**src/rtl/clk_2hz_if.sv**
```systemverilog
// Enable/strobe bundle between the slow-clock divider and its consumers.
interface clk_2hz_if;
  logic en;
  logic flash;
  logic tick;

  // Consumer side: drives the enable, observes the square wave and strobe.
  modport master (
    output en,
    input  flash,
    input  tick
  );

  // Divider side.
  modport slave (
    input  en,
    output flash,
    output tick
  );
endinterface : clk_2hz_if

```
**src/rtl/clk_2hz.sv**
```systemverilog
// Slow square-wave enable generator for game-state stepping.
// flash toggles every HALF_PERIOD enabled cycles; tick strobes on each flash rise.
module clk_2hz #(
  parameter int unsigned CLK_FREQ_HZ = 100_000_000,
  parameter int unsigned OUT_FREQ_HZ = 2
) (
  input  logic       clk,
  input  logic       RSTN,
  clk_2hz_if.slave   bus
);

  localparam int unsigned HALF_PERIOD = CLK_FREQ_HZ / (2 * OUT_FREQ_HZ);
  localparam int unsigned CNT_W       = (HALF_PERIOD > 1) ? $clog2(HALF_PERIOD) : 1;
  localparam int unsigned CNT_MAX     = (HALF_PERIOD > 0) ? HALF_PERIOD - 1 : 0;

  // Reject a divider that cannot produce even one cycle per half-period.
  if (HALF_PERIOD < 1) begin : g_bad_half_period
    $error("clk_2hz: HALF_PERIOD must be at least 1");
  end

  logic [CNT_W-1:0] cnt_q, cnt_d;
  logic             flash_q, flash_d;
  logic             tick_q, tick_d;

  // Next-state: count enabled cycles, toggle flash on wrap, strobe on 0->1.
  always_comb begin
    cnt_d   = cnt_q;
    flash_d = flash_q;
    tick_d  = 1'b0;
    if (bus.en) begin
      if (cnt_q == CNT_W'(CNT_MAX)) begin
        cnt_d   = '0;
        flash_d = ~flash_q;
        tick_d  = ~flash_q;
      end else begin
        cnt_d = cnt_q + CNT_W'(1);
      end
    end
  end

  // State registers with synchronous active-low reset.
  always_ff @(posedge clk) begin
    if (!RSTN) begin
      cnt_q   <= '0;
      flash_q <= 1'b0;
      tick_q  <= 1'b0;
    end else begin
      cnt_q   <= cnt_d;
      flash_q <= flash_d;
      tick_q  <= tick_d;
    end
  end

  assign bus.flash = flash_q;
  assign bus.tick  = tick_q;

endmodule : clk_2hz

```
**src/flat_wrapper.sv**
```systemverilog
// flat-port wrapper written by rule: the top's interface ports become plain ports
module clk_2hz_flat 
#(
  parameter int unsigned CLK_FREQ_HZ = 100_000_000,
  parameter int unsigned OUT_FREQ_HZ = 2
)
  (clk, RSTN, bus_en, bus_flash, bus_tick);
  clk_2hz_if bus_i ();
  input  logic clk;
  input  logic RSTN;
  input wire logic [$bits(bus_i.en)-1:0] bus_en;
  output wire logic [$bits(bus_i.flash)-1:0] bus_flash;
  output wire logic [$bits(bus_i.tick)-1:0] bus_tick;
  assign bus_i.en = bus_en;
  assign bus_flash = bus_i.flash;
  assign bus_tick = bus_i.tick;
  clk_2hz #(.CLK_FREQ_HZ(CLK_FREQ_HZ), .OUT_FREQ_HZ(OUT_FREQ_HZ)) u_core (.clk(clk), .RSTN(RSTN), .bus(bus_i));
endmodule
```
**config.mk**
```make
export PLATFORM = sky130hd
export DESIGN_NAME = clk_2hz_flat
export DESIGN_NICKNAME = d
export VERILOG_FILES = /design/src/rtl/clk_2hz_if.sv /design/src/rtl/clk_2hz.sv /design/src/flat_wrapper.sv
export SDC_FILE = /design/constraint.sdc
export NUM_CORES = 1
export LEC_CHECK = 0
export BUFFER_PORTS_ARGS = -buffer_cell sky130_fd_sc_hd__buf_4
export CAP_MARGIN = 20
export CORE_ASPECT_RATIO = 1.4
export CORE_MARGIN = 2
export CORE_UTILIZATION = 40
export DETAILED_ROUTE_END_ITERATION = 16
export HOLD_SLACK_MARGIN = 0.02
export MAX_ROUTING_LAYER = met4
export PLACE_DENSITY = 0.52
export SYNTH_ARGS = -nofsm -noshare
export SYNTH_HDL_FRONTEND = slang
export SYNTH_SLANG_ARGS = --single-unit
```
**constraint.sdc**
```tcl
create_clock -name clk -period 2.15 [get_ports clk]
set_input_delay 0.3225 -clock clk [delete_from_list [all_inputs] [get_ports clk]]
set_output_delay 0.3225 -clock clk [all_outputs]
set_load 0.1 [all_outputs]
```
==> results.toml <==
[timing]
skew_ns = 0.00640
finalHoldViolations = 0
timing.fmax_mhz = 499
slew_violations = 0
tns_ns = 0
relSlewSlack_pct = 79.6
holdWs_ns = 0.299
fin_ws_ns = 0.148
worstMarginPinSlew_ns = 0.304
min_period_ns = 2.00
fin_crit_sh_pct = 93.1
setup_violations = 0
rsz0062_at_grt = "no"

[logic_synthesis]
ys_seq_area_share_pct = 43.1
synth-main-ff-cell = "dfxtp_1"
synthesis.area_mm2 = 0.00125
synth_area_leaders = "dfxtp_1 (43%), xnor2_1 (5.6%), nor2_1 (4.8%)"
yosys.area_share.adder_pct = 0.998
synth_seq_cells = 27
synthDistinctLibCells = 29
ys_async_sr_fraction_pct = 0
syn_avg_cell_area_um2 = 8.59
synth-simple-area-share_pct = 31.7
synth_top_family_by_area = "simple AND/OR/NAND/NOR gates"
synthCells = 146
synth_top_cell_area_share_pct = 43.1
synth_compound_area_share_pct = 12.1
yosys_warnings = 0
synthMuxAreaShare_pct = 0.798
synth_fp_nets = 150
synth_edf_count = 0
yosysTopAreaCell = "dfxtp_1"
synthXorXnorAreaFrac_pct = 8.38

[place]
pre_cts_slack_ns = 0.0481
io_buffers = 4
gp_congestion = 0.805
dp_hpwl_mm = 1.92

[global_route]
antenna_found_initial = 0
use_met2_pct = 29.4
grtUsageMet3_pct = 1.92
grt_remaining_overflow = 0
grt.total_usage_pct = 17.4
grt_pass1_vias = 1135
grt.met1_usage_pct = 21.5
grt_max_degree = 25
grt_pass1_wl_mm = 4.82
top_usage_layer = "met2"

[clock_network]
cts_buffers = 3
htree_levels = 1
postCtsSetupBuffers = 0
clock_latency_ns = 0.27
cts_root_buf = "clkbuf_8"
cts_sinks = 27
clkTransAtPathRegs_ns = 0.09
cts_tree = "yes"
clockBufferDepth = 2

[drt]
ant_nets = 0
drc = 0
drt_iter0_drc = 40
post_drt_via_cell_ratio = 5.55
wire_per_inst_um = 13.2
vias = 1094
drtPass1Iterations = 4
finalWirelength_mm = 2.61

[setup_path]
path_class = "reg2reg"
crit_required_ns = 2.35
arrival_ns = 2.21
startpoint_type = "flop"
cp-end-kind = "flop"
cp_max_fo = 8

[die]
start_util_pct = 40.9
io-pin-count = 5
die_x_um = 51.3
core.rowCount = 24
die_area_mm2 = 0.00360
core-area_mm2 = 0.00306
die_h_um = 70.2

[pwr]
power.total_mw = 0.826
clkPwrFrac_pct = 34.6
switchingPower_mw = 0.178
power.leakage_nw = 0.471
powerDensity_mw_per_mm2 = 571
internal_power_mw = 0.649
switching_share_pct = 21.5
ir_drop_v = 0.000339
p_comb_share_pct = 3.8
seqPwrFrac_pct = 61.6

[cells_and_area]
final_cell_mix = "dfxtp_1 (26), nor2_1 (16), a21oi_1 (11), buf_4 (11), nand2_1 (10)"
mostFrequentLayoutCell = "dfxtp_1"
num-nets-final = 163
final_core_util_pct = 47.2
n_antenna_cell = 0
syn2layout_area_growth_pct = 15.4
drive_above_1_share_pct = 13.3
fillCellCount = 320

[job]
maxCapViolCount = 0

[run_status]
status = "complete, no violations"

[worst_hold_path]
holdCritPathClass = "in2reg"
stage by stage:
step / area [um2] / instances
finish: 1450 / 197
global route: 1450 / 197
CTS: 1430 / 197
detailed placement: 1390 / 193
global placement: 1390 / 193
floorplan: 1250 / 146
logic make-up after synthesis:
logic type / Yosys count
AO/OA/AOI/OAI: 26
XOR/XNOR: 12
adder cells (fa/ha/maj): 1
buffers and inverters: 9
flip-flops: 27
multiplexers: 1
AND/OR/NAND/NOR: 70
layout make-up:
class | count | area [um2] | area share [%]
Clock buffer | 3 | 41.3 | 2.85
Clock inverter | 1 | 5.00 | 0.346
Inverter | 5 | 18.8 | 1.30
Multi-Input combinational cell | 110 | 688 | 47.6
Sequential cell | 27 | 542 | 37.5
Tap cell | 39 | 48.8 | 3.37
Timing Repair Buffer | 12 | 103 | 7.09
final timing paths:
check / from / to / slack [ns] / cells past startpoint
worst max-delay path: u_core.cnt_q[0]$_SDFFE_PN0P_ / u_core.cnt_q[20]$_SDFFE_PN0P_ / 0.15 / 5
worst min-delay path: RSTN / u_core.cnt_q[4]$_SDFFE_PN0P_ / 0.30 / 3
worst min register to register: u_core.bus.flash$_SDFFE_PN0P_ / u_core.bus.tick$_SDFF_PN0_ / 0.49 / 1
worst max register to register: u_core.cnt_q[0]$_SDFFE_PN0P_ / u_core.cnt_q[20]$_SDFFE_PN0P_ / 0.15 / 5
critical path: stages (launching register included):
cell	delay [ns]
dfxtp_1	0.38
ha_1	0.20
nand3_1	0.17
or4_4	0.62
or4_1	0.41
a21oi_1	0.15
routing by layer:
layer  wire (um)  vias up  part of all wire (%)
met5           0        -                     0
met4          27        0                   1.0
met3          37        4                   1.4
met2        1330       12                    51
met1        1210      513                    46
li1            -      565                     -
synth_stat cells, types with 2 or more instances:
cell type,number
inv_1,5
nor2_1,16
and3_1,3
o31ai_1,4
xnor2_1,8
o21ai_0,7
or3_1,6
buf_2,2
or4_1,8
nand3_1,5
clkbuf_1,2
and4_1,2
xor2_1,4
nor4_1,4
nand2_1,10
nor3_1,4
dfxtp_1,27
a21oi_1,11
nand4_1,8
sequential cells by signal, summed over array words and instances, names as in the netlist:
| register | flops |
|---|---|
| u_core.bus.flash | 1 |
| u_core.bus.tick | 1 |
| u_core.cnt_q | 25 |
power by group through the flow:
| stage | clock network, mW | logic, mW | registers [mW] |
|---|---|---|---|
| floorplan | 0 | 0.0150 | 0.520 |
| global placement | 0 | 0.0304 | 0.520 |
| detailed placement | 0 | 0.0317 | 0.520 |
| CTS | 0.297 | 0.0317 | 0.509 |
| global route | 0.318 | 0.0345 | 0.510 |
| finish | 0.286 | 0.0312 | 0.509 |
what timing repair did:
item / 4_1_cts / 5_1_grt
resized for setup: 0 / 4
hold buffers: 0 / 0
setup endpoints to repair: 0 / 2
(Power assumes the default switching activity.)
